<file path="src/rtl/instruction_fetch_queue_if.sv">
// Fetch-queue bus: memory-controller instruction port, decoder-side queue head,
// and the flush/enable controls shared by both.
interface instruction_fetch_queue_if;
  logic        rdy;
  logic        flush;
  logic [31:0] redirect_pc;
  logic [31:0] mc_inst_data;
  logic [31:0] mc_inst_addr;
  logic [1:0]  mc_inst_ready;
  logic        need_instruction;
  logic [31:0] instruction_addr;
  logic        iq_valid;
  logic [31:0] iq_inst;
  logic [31:0] iq_pc;
  logic [31:0] iq_pred_pc;
  logic        iq_pop;

  // Environment side: controller, decoder and pipeline control.
  modport master (
    output rdy, flush, redirect_pc, mc_inst_data, mc_inst_addr, mc_inst_ready, iq_pop,
    input  need_instruction, instruction_addr, iq_valid, iq_inst, iq_pc, iq_pred_pc
  );

  // Fetch queue side.
  modport slave (
    input  rdy, flush, redirect_pc, mc_inst_data, mc_inst_addr, mc_inst_ready, iq_pop,
    output need_instruction, instruction_addr, iq_valid, iq_inst, iq_pc, iq_pred_pc
  );
endinterface

</file>
<file path="src/rtl/instruction_fetch_queue.sv">
// Instruction fetch queue: owns the fetch PC, issues one word request at a time,
// statically predicts JAL targets and buffers {inst, pc, pred} for the decoder.
module instruction_fetch_queue #(
  parameter int unsigned DEPTH    = 8,
  parameter logic [31:0] RESET_PC = 32'h0000_0000
) (
  input logic                      clk,
  input logic                      rst,
  instruction_fetch_queue_if.slave fq_io
);

  localparam int unsigned PtrW = $clog2(DEPTH);
  localparam logic [PtrW:0] Full = (PtrW + 1)'(DEPTH);

  localparam logic StIdle = 1'b0;
  localparam logic StWait = 1'b1;

  logic            state_q, state_d;
  logic [31:0]     fetch_pc_q, fetch_pc_d;
  logic [31:0]     req_pc_q, req_pc_d;
  logic [PtrW-1:0] head_q, head_d, tail_q, tail_d;
  logic [PtrW:0]   count_q, count_d;
  logic [31:0]     inst_q [DEPTH];
  logic [31:0]     inst_d [DEPTH];
  logic [31:0]     pc_q   [DEPTH];
  logic [31:0]     pc_d   [DEPTH];
  logic [31:0]     pred_q [DEPTH];
  logic [31:0]     pred_d [DEPTH];
  logic            need_q, need_d;
  logic [31:0]     addr_q, addr_d;
  logic            iq_valid_q, iq_valid_d;
  logic [31:0]     iq_inst_q, iq_inst_d;
  logic [31:0]     iq_pc_q, iq_pc_d;
  logic [31:0]     iq_pred_q, iq_pred_d;

  logic        push, pop;
  logic [31:0] jal_imm, pred;

  // Controller idle flag is informational only; one request is ever outstanding.
  logic unused_mc_idle;
  assign unused_mc_idle = fq_io.mc_inst_ready[0];

  // Static prediction of the returned word: JAL target, otherwise fall through.
  assign jal_imm = {{11{fq_io.mc_inst_data[31]}}, fq_io.mc_inst_data[31],
                    fq_io.mc_inst_data[19:12], fq_io.mc_inst_data[20],
                    fq_io.mc_inst_data[30:21], 1'b0};
  assign pred = (fq_io.mc_inst_data[6:0] == 7'b1101111) ? req_pc_q + jal_imm
                                                        : req_pc_q + 32'd4;

  // Next-state: flush first, then request FSM, then queue push/pop and head view.
  always_comb begin
    state_d    = state_q;
    fetch_pc_d = fetch_pc_q;
    req_pc_d   = req_pc_q;
    head_d     = head_q;
    tail_d     = tail_q;
    count_d    = count_q;
    inst_d     = inst_q;
    pc_d       = pc_q;
    pred_d     = pred_q;
    need_d     = 1'b0;
    addr_d     = addr_q;
    push       = 1'b0;
    pop        = 1'b0;

    if (fq_io.flush) begin
      head_d     = '0;
      tail_d     = '0;
      count_d    = '0;
      fetch_pc_d = fq_io.redirect_pc;
      state_d    = StIdle;
    end else begin
      unique case (state_q)
        StIdle: begin
          if (count_q != Full) begin
            need_d   = 1'b1;
            addr_d   = fetch_pc_q;
            req_pc_d = fetch_pc_q;
            state_d  = StWait;
          end
        end
        StWait: begin
          // Stale or misrouted words carry the wrong tag and are dropped.
          if (fq_io.mc_inst_ready[1] && (fq_io.mc_inst_addr == req_pc_q)) begin
            push       = 1'b1;
            fetch_pc_d = pred;
            state_d    = StIdle;
          end
        end
        default: state_d = StIdle;
      endcase

      pop = fq_io.iq_pop && (count_q != '0);

      if (push) begin
        inst_d[tail_q] = fq_io.mc_inst_data;
        pc_d[tail_q]   = req_pc_q;
        pred_d[tail_q] = pred;
        tail_d         = tail_q + 1'b1;
      end
      if (pop) begin
        head_d = head_q + 1'b1;
      end
      unique case ({push, pop})
        2'b10:   count_d = count_q + 1'b1;
        2'b01:   count_d = count_q - 1'b1;
        default: count_d = count_q;
      endcase
    end

    // Head view uses the post-update arrays so a push into an empty queue shows at once.
    iq_valid_d = (count_d != '0);
    iq_inst_d  = inst_d[head_d];
    iq_pc_d    = pc_d[head_d];
    iq_pred_d  = pred_d[head_d];
  end

  // State registers; rdy=0 freezes everything including the request pulse.
  always_ff @(posedge clk or negedge rst) begin
    if (!rst) begin
      state_q    <= StIdle;
      fetch_pc_q <= RESET_PC;
      req_pc_q   <= RESET_PC;
      head_q     <= '0;
      tail_q     <= '0;
      count_q    <= '0;
      for (int i = 0; i < int'(DEPTH); i++) begin
        inst_q[i] <= '0;
        pc_q[i]   <= '0;
        pred_q[i] <= '0;
      end
      need_q     <= 1'b0;
      addr_q     <= '0;
      iq_valid_q <= 1'b0;
      iq_inst_q  <= '0;
      iq_pc_q    <= '0;
      iq_pred_q  <= '0;
    end else if (fq_io.rdy) begin
      state_q    <= state_d;
      fetch_pc_q <= fetch_pc_d;
      req_pc_q   <= req_pc_d;
      head_q     <= head_d;
      tail_q     <= tail_d;
      count_q    <= count_d;
      inst_q     <= inst_d;
      pc_q       <= pc_d;
      pred_q     <= pred_d;
      need_q     <= need_d;
      addr_q     <= addr_d;
      iq_valid_q <= iq_valid_d;
      iq_inst_q  <= iq_inst_d;
      iq_pc_q    <= iq_pc_d;
      iq_pred_q  <= iq_pred_d;
    end
  end

  assign fq_io.need_instruction = need_q;
  assign fq_io.instruction_addr = addr_q;
  assign fq_io.iq_valid         = iq_valid_q;
  assign fq_io.iq_inst          = iq_inst_q;
  assign fq_io.iq_pc            = iq_pc_q;
  assign fq_io.iq_pred_pc       = iq_pred_q;

endmodule

</file>
<file path="src/flat_wrapper.sv">
// flat-port wrapper written by rule: the top's interface ports become plain ports
module instruction_fetch_queue_flat 
#(
  parameter int unsigned DEPTH    = 8,
  parameter logic [31:0] RESET_PC = 32'h0000_0000
)
  (clk, rst, fq_io_rdy, fq_io_flush, fq_io_redirect_pc, fq_io_mc_inst_data, fq_io_mc_inst_addr, fq_io_mc_inst_ready, fq_io_iq_pop, fq_io_need_instruction, fq_io_instruction_addr, fq_io_iq_valid, fq_io_iq_inst, fq_io_iq_pc, fq_io_iq_pred_pc);
  instruction_fetch_queue_if fq_io_i ();
  input logic clk;
  input logic rst;
  input wire logic [$bits(fq_io_i.rdy)-1:0] fq_io_rdy;
  input wire logic [$bits(fq_io_i.flush)-1:0] fq_io_flush;
  input wire logic [$bits(fq_io_i.redirect_pc)-1:0] fq_io_redirect_pc;
  input wire logic [$bits(fq_io_i.mc_inst_data)-1:0] fq_io_mc_inst_data;
  input wire logic [$bits(fq_io_i.mc_inst_addr)-1:0] fq_io_mc_inst_addr;
  input wire logic [$bits(fq_io_i.mc_inst_ready)-1:0] fq_io_mc_inst_ready;
  input wire logic [$bits(fq_io_i.iq_pop)-1:0] fq_io_iq_pop;
  output wire logic [$bits(fq_io_i.need_instruction)-1:0] fq_io_need_instruction;
  output wire logic [$bits(fq_io_i.instruction_addr)-1:0] fq_io_instruction_addr;
  output wire logic [$bits(fq_io_i.iq_valid)-1:0] fq_io_iq_valid;
  output wire logic [$bits(fq_io_i.iq_inst)-1:0] fq_io_iq_inst;
  output wire logic [$bits(fq_io_i.iq_pc)-1:0] fq_io_iq_pc;
  output wire logic [$bits(fq_io_i.iq_pred_pc)-1:0] fq_io_iq_pred_pc;
  assign fq_io_i.rdy = fq_io_rdy;
  assign fq_io_i.flush = fq_io_flush;
  assign fq_io_i.redirect_pc = fq_io_redirect_pc;
  assign fq_io_i.mc_inst_data = fq_io_mc_inst_data;
  assign fq_io_i.mc_inst_addr = fq_io_mc_inst_addr;
  assign fq_io_i.mc_inst_ready = fq_io_mc_inst_ready;
  assign fq_io_i.iq_pop = fq_io_iq_pop;
  assign fq_io_need_instruction = fq_io_i.need_instruction;
  assign fq_io_instruction_addr = fq_io_i.instruction_addr;
  assign fq_io_iq_valid = fq_io_i.iq_valid;
  assign fq_io_iq_inst = fq_io_i.iq_inst;
  assign fq_io_iq_pc = fq_io_i.iq_pc;
  assign fq_io_iq_pred_pc = fq_io_i.iq_pred_pc;
  instruction_fetch_queue #(.DEPTH(DEPTH), .RESET_PC(RESET_PC)) u_core (.clk(clk), .rst(rst), .fq_io(fq_io_i));
endmodule
</file>
<file path="config.mk">
export PLATFORM = sky130hd
export DESIGN_NAME = instruction_fetch_queue_flat
export DESIGN_NICKNAME = d
export VERILOG_FILES = /design/src/rtl/instruction_fetch_queue_if.sv /design/src/rtl/instruction_fetch_queue.sv /design/src/flat_wrapper.sv
export SDC_FILE = /design/constraint.sdc
export NUM_CORES = 2
export LEC_CHECK = 0
export BUFFER_PORTS_ARGS = -buffer_cell sky130_fd_sc_hd__buf_2
export CORE_ASPECT_RATIO = 1.25
export CORE_MARGIN = 4
export CORE_UTILIZATION = 35
export CTS_CLUSTER_SIZE = 25
export DETAILED_ROUTE_END_ITERATION = 8
export SLEW_MARGIN = 20
export SYNTH_ARGS = -nofsm -noshare
export SYNTH_HDL_FRONTEND = slang
export SYNTH_SLANG_ARGS = --single-unit
</file>
<file path="constraint.sdc">
create_clock -name clk -period 4.9 [get_ports clk]
set_clock_uncertainty 0.1 [all_clocks]
set_input_delay 0.49 -clock clk [delete_from_list [all_inputs] [get_ports clk]]
set_output_delay 0.49 -clock clk [all_outputs]
set_load 0.01 [all_outputs]
</file>
# Yosys cells after proc, flatten, opt, wreduce, memory -nomap -nowiden
# Cells that the tools add are included.
[totals]
wordCells = 103
out_inout_bits = 130
reg_bits = 941
[classes]
bitwise_logic = 4
addsub = 6
n_eq_ne = 5
n_mux = 39
reduce_logical = 11
order_cmp = 3
[ops]
columns = ["operator", "count"]
rows = [
  ["two-way mux 256 bit", 6],
  ["bitwise mux 256 bit", 3],
  ["two-way mux 32 bit", 11],
  ["binary-select mux 32 bit (select 3 bit)", 3],
  ["demux 32 bit (select 3 bit)", 1],
  ["adder 32 x 3 -> 32 bit (second input constant)", 1],
  ["adder 32 bit", 1],
  ["== test 32 bit", 1],
  ["two-way mux 3 bit", 4],
  ["greater-or-equal comparator 4 bit (second input constant)", 2],
  ["two-way mux 1 bit", 8],
  ["inverter 3 -> 4 bit", 2],
  ["one-hot mux 4 bit (2 select lines)", 1],
  ["nonzero test 4 bit", 2],
  ["== test 7 bit (second input constant)", 1],
  ["adder 3 x 1 -> 3 bit (second input constant)", 2],
  ["nonzero test 2 bit", 3],
  ["adder 4 x 1 -> 4 bit (second input constant)", 1],
  ["less-than comparator 4 x 1 -> 1 bit (second input constant)", 1],
  ["two-way mux 4 bit", 1],
  ["!= test 4 bit (second input constant)", 1],
  ["AND reduction 4 bit", 1],
  ["subtractor 4 x 1 -> 4 bit (second input constant)", 1],
  ["logical AND 1 bit", 3],
  ["6 further kinds", 7],
]

# Depth between registers and ports, before layout
[depth]
ltp_word = 11
mapped_depth = 17

# Worst setup path after synthesis
# OpenSTA, ideal clock, no wires.
[synth_timing]
path_type = "register -> register"
start = "register, netlist name u_core.fq_io.instruction_addr[2]"
end = "register u_core.iq_pred_q[27], in the netlist u_core.fq_io.iq_pred_pc[27]"
arrival_time_ps = 3349
path_buffers = 2
slack_ps = 1319
period_less_slack_ps = 3581
path_stages_with_launch = 16
setup_ps = 133
required_time_ps = 4667
path_cell_list = "dfrtp_1 > clkbuf_1 > inv_1 > fa_1 > nor2b_1 > o31a_1 > o211ai_1 > a21oi_1 > o21ai_0 > a211oi_1 > o21ai_0 > a31oi_1 > clkbuf_1 > a21oi_1 > a21oi_1 > nand4_1"
[synth_lines]
columns = ["item", "line", "rtl"]
rows = [
  ["to (signal assigned)", "instruction_fetch_queue.sv:153", "iq_pred_q <= iq_pred_d;"],
  ["to (decl)", "instruction_fetch_queue.sv:34", "logic [31:0] iq_pred_q, iq_pred_d;"],
]

==> out/results.md <==
| Group | Item | Reported |
|---|---|---|
| run status | Run status | completed |
| run | Count of maximum capacitance violations | 0 |
| clock network | Clock latency on the worst-skew pair | 740 ps |
| critical path | Data required, critical path | 5430 ps |
| timing | Max transition margin | 23.3% |
| min path | Startpoint of the lowest-slack hold path | fq_io_redirect_pc[29] |
| power | Lkg Pwr | 25.8 nW |
| placed design | Final GP Congestion | 0.913 |
| placed design | Port Buffer Count | 231 |
| timing | Post-layout min period | 4450 ps |
| global route | M2 GR Usage | 38.7% |
| timing | Slew at the pin with the worst max-slew slack | 1150 ps |
| critical path | Flop-to-flop setup slack | 450 ps |
| clock network | Total setup buffers inserted after CTS | 0 |
| die | IO Count | 233 |
| die | Die height | 421 um |
| critical path | Cell count of the worst reg-to-reg path | 12 |
| timing | Final hold violation count | 0 |
| drt | DRC | 0 |
| critical path | Critical Path Source Type | flip-flop |
| timing | Count of final setup violators | 0 |
| yosys | Main synth FF type | sky130_fd_sc_hd__dfrtp_1 |
| layout | Most frequent standard cell in the layout excluding fill and tap cells | sky130_fd_sc_hd__nand2_1 |
| yosys | Number of synthesized flops with an enable pin | 0 |
| die | Area enclosed by the die boundary | 143,000 um^2 |
| critical path | Crit Path Category | reg -> reg |
| global route | Met3 Resource Use GR | 4.68% |
| placed design | Number of cells after detailed placement | 6,857 |
| timing | Share of the cycle needed by the critical path after routing | 90.8% |
| drt | Post-detailed-route via-to-cell ratio | 5.92 |
| critical path | Worst reg2reg path endpoint | u_core.fq_io.iq_pred_pc[24]$_DFFE_PN0P_ |
| drt | Vias | 41,900 |
| drt | Number of DRC markers after the initial detailed-route iteration | 4,488 |
| layout | Final #Nets | 5,377 |
| critical path | Worst Setup End Kind | flip-flop |
| power | Areal power density over the cells | 359 nW/um^2 |
| drt | Antenna-violating nets left | 0 |
| clock network | CTS tree | built |
| layout | Post-route cell area | 54,900 um^2 |
| die | X dimension of the die | 339 um |
| clock network | Clock net sink count | 941 |
| layout | Layout Utilization | 40.5% |
| placed design | Placed standard-cell area | 51,100 um^2 |
| yosys | Fraction of the yosys area taken by sequential cells | 49.3% |
| global route | Via count of the first global-routing pass | 40,500 |
| drt | Sum of routed wire length over all layers | 183,000 um |
| critical path | Worst R2R Start | u_core.fq_io.instruction_addr[8]$_DFFE_PN0P_ |
| die | Starting Density | 35.2% |
| yosys | Register bit count reported by yosys | 941 |
| layout | Most frequent cells in the layout | sky130_fd_sc_hd__nand2_1 (1,023), sky130_fd_sc_hd__dfrtp_1 (941), sky130_fd_sc_hd__o21ai_0 (412) |
| critical path | Arrival time of the worst setup path | 4970 ps |
| clock network | H-tree depth reported by CTS | 3 |
| timing | Setup tns final | 0 ps |
| global route | First-pass GRT wire length | 272,000 um |
| timing | RSZ-0062 raised after global routing | no |
| placed design | Post-detail-place hpwl | 114,000 um |
| timing | Number of max-slew violations in the final report | 0 |
| global route | Total Routing Usage GR | 25.0% |
| min path | Min-Delay Endpoint | u_core.fetch_pc_q[29]$_DFFE_PN0P_ |
| drt | Drt pass-1 iters | 5 |
| die | Area of the placeable core | 136,000 um^2 |
| yosys | Cells after synthesis | 5,183 |
| min path | Path type of the worst min-delay path | in -> reg |
| clock network | Clock slew at the register clock pins of the worst setup and hold paths | 60 ps |
| power | Largest voltage drop on the vdd net | 0.000302 V |
| global route | Overflow left after global routing | 0 |
| timing | Smallest hold slack | 53.5 ps |
| yosys | Net Count, Synth | 5,323 |
| yosys | Average size of a mapped cell | 9.22 um^2 |
| critical path | CP Max Fanout | 18 |
| drt | Routed WL per cell | 25.8 um |
| global route | Global routing's busiest layer | met2 |
| layout | P&R area growth vs syn | 14.9% |
| yosys | FFs w/ async S/R, synth | 100% |
| clock network | Maximum root-to-sink buffer count | 3 |
| timing | Maximum clock frequency | 225 MHz |
| global route | Largest net degree at the start of global routing | 159 |
| clock network | Num CTS Buffers | 97 |
| die | Number of cell rows | 151 |
| clock network | Library cell used as clock root buffer | sky130_fd_sc_hd__clkbuf_16 |
| layout | Final non-filler cell total | 7,080 |
| layout | # fillers | 13,400 |
| yosys | Number of distinct library cells after synthesis | 86 |
| global route | Global routing met1 resource utilization | 34.2% |
| yosys | Number of warnings reported in the yosys synthesis log | 0 |
| min path | Number of cells on the worst hold path | 3 |
| global route | Antenna violations before repair | 17 |
| layout | Proportion of layout cells with a drive suffix above 1 | 16.9% |
| yosys | Post-synthesis instance area | 47,800 um^2 |
==> Yosys cell counts (16+ instances only) <==
cell	count	share of area [%]
sky130_fd_sc_hd__and3_1	83	1.1
sky130_fd_sc_hd__nand4_1	33	0.43
sky130_fd_sc_hd__xor2_1	24	0.44
sky130_fd_sc_hd__a21oi_1	163	1.7
sky130_fd_sc_hd__buf_4	16	0.25
sky130_fd_sc_hd__ha_1	36	0.94
sky130_fd_sc_hd__o21ai_0	412	4.3
sky130_fd_sc_hd__a221o_1	66	1.4
sky130_fd_sc_hd__clkbuf_1	370	2.9
sky130_fd_sc_hd__o22a_1	57	1.0
sky130_fd_sc_hd__nor2_1	388	3.0
sky130_fd_sc_hd__nand2_1	1039	8.2
sky130_fd_sc_hd__buf_2	84	0.88
sky130_fd_sc_hd__mux2_2	259	6.1
sky130_fd_sc_hd__inv_1	17	0.13
sky130_fd_sc_hd__xnor2_1	52	0.95
sky130_fd_sc_hd__mux2_1	92	2.2
sky130_fd_sc_hd__o22ai_1	248	3.2
sky130_fd_sc_hd__nand3_1	74	0.78
sky130_fd_sc_hd__o31ai_1	63	0.99
sky130_fd_sc_hd__o21ai_1	118	1.2
sky130_fd_sc_hd__a31oi_1	22	0.29
sky130_fd_sc_hd__buf_1	31	0.24
sky130_fd_sc_hd__a211oi_1	90	1.4
sky130_fd_sc_hd__o211ai_1	142	2.2
sky130_fd_sc_hd__nor3_1	36	0.38
sky130_fd_sc_hd__dfrtp_1	941	49
==> cell type report <==
cell class	count	area [um^2]	share of cell area, %
well taps	1759	2200	4.01
repair buffers	464	3470	6.32
diodes	9	22.5	0.0410
flip-flops and latches	941	23500	42.9
clock inverters	37	497	0.905
inverters	21	81.3	0.148
clock buffers	137	2830	5.15
multi-input cells	3712	22200	40.5
==> per-stage QoR <==
stage | power [mW] | setup WS (ps)
6_report | 19.7 | 453
5_1_grt | 20.4 | 326
4_1_cts | 19.7 | 624
3_5_place_dp | 11.9 | 439
3_3_place_gp | 11.9 | 526
2_1_floorplan | 10.2 | 1320
==> how the worst max path moves through the flow <==
stage                                                         end  cells past startpoint                                          from  slack, ps
after global routing      u_core.fq_io.iq_pred_pc[28]$_DFFE_PN0P_                     14                        fq_io_mc_inst_data[24]        330
after global placement    u_core.fq_io.iq_pred_pc[28]$_DFFE_PN0P_                     13                        fq_io_mc_inst_data[15]        530
after floorplan           u_core.fq_io.iq_pred_pc[27]$_DFFE_PN0P_                     15  u_core.fq_io.instruction_addr[2]$_DFFE_PN0P_       1320
after CTS                     u_core.fq_io.iq_inst[6]$_DFFE_PN0P_                     11  u_core.fq_io.instruction_addr[3]$_DFFE_PN0P_        620
after detailed placement  u_core.fq_io.iq_pred_pc[28]$_DFFE_PN0P_                     13                        fq_io_mc_inst_data[31]        440
final                     u_core.fq_io.iq_pred_pc[24]$_DFFE_PN0P_                     12  u_core.fq_io.instruction_addr[8]$_DFFE_PN0P_        450
==> worst max-delay path, cell delays in order (launching register included) <==
cell and delay (ps):
sky130_fd_sc_hd__dfrtp_1 590, sky130_fd_sc_hd__buf_4 340, sky130_fd_sc_hd__and4_1 310, sky130_fd_sc_hd__nand4_1 480, sky130_fd_sc_hd__nor3_1 510, sky130_fd_sc_hd__nand2_1 120
sky130_fd_sc_hd__xnor2_1 180, sky130_fd_sc_hd__o21ai_0 190, sky130_fd_sc_hd__nand3_1 590, sky130_fd_sc_hd__o211ai_1 420, sky130_fd_sc_hd__and3_1 200, sky130_fd_sc_hd__a31oi_1 50
sky130_fd_sc_hd__o221ai_1 230
==> per-layer routing <==
| layer | vias up | part of all wire (%) |
|---|---|---|
| met5 | - | 0.019 |
| met4 | 6 | 4.6 |
| met3 | 412 | 8.8 |
| met2 | 2012 | 44 |
| met1 | 20900 | 42 |
| li1 | 18600 | - |
==> report_power, final <==
part / internal (mW) / switching (mW)
Clock: 4.46 / 3.35
Combinational: 1.08 / 2.57
Sequential: 7.90 / 0.331
Total: 13.4 / 6.25
==> kinds of logic after synthesis <==
family                     after synthesis  synth area share [%]
adders and majority gates               37                 0.984
buffers and inverters                  530                  4.63
DFF                                    941                  49.3
AOI/OAI and AO/OA                     1499                  20.0
xor gates and xnor gates                77                  1.43
muxes                                  360                  8.49
and+or+nand+nor                       1739                  15.2
==> what timing repair did <==
| item | 4_1_cts | 5_1_grt |
|---|---|---|
| gates resized for setup | 0 | 0 |
| hold buffers | 40 | 0 |
| endpoints found under the hold margin | 137 | 0 |
==> flip-flops by register name, summed over array words and instances, names as in the netlist, 4 cells and up <==
register,cells
u_core.count_q,4
u_core.fetch_pc_q,32
u_core.fq_io.instruction_addr,32
u_core.fq_io.iq_inst,32
u_core.fq_io.iq_pc,32
u_core.fq_io.iq_pred_pc,32
u_core.inst_q,256
u_core.pc_q,256
u_core.pred_q,256
Power figures use the tool's default switching activity.
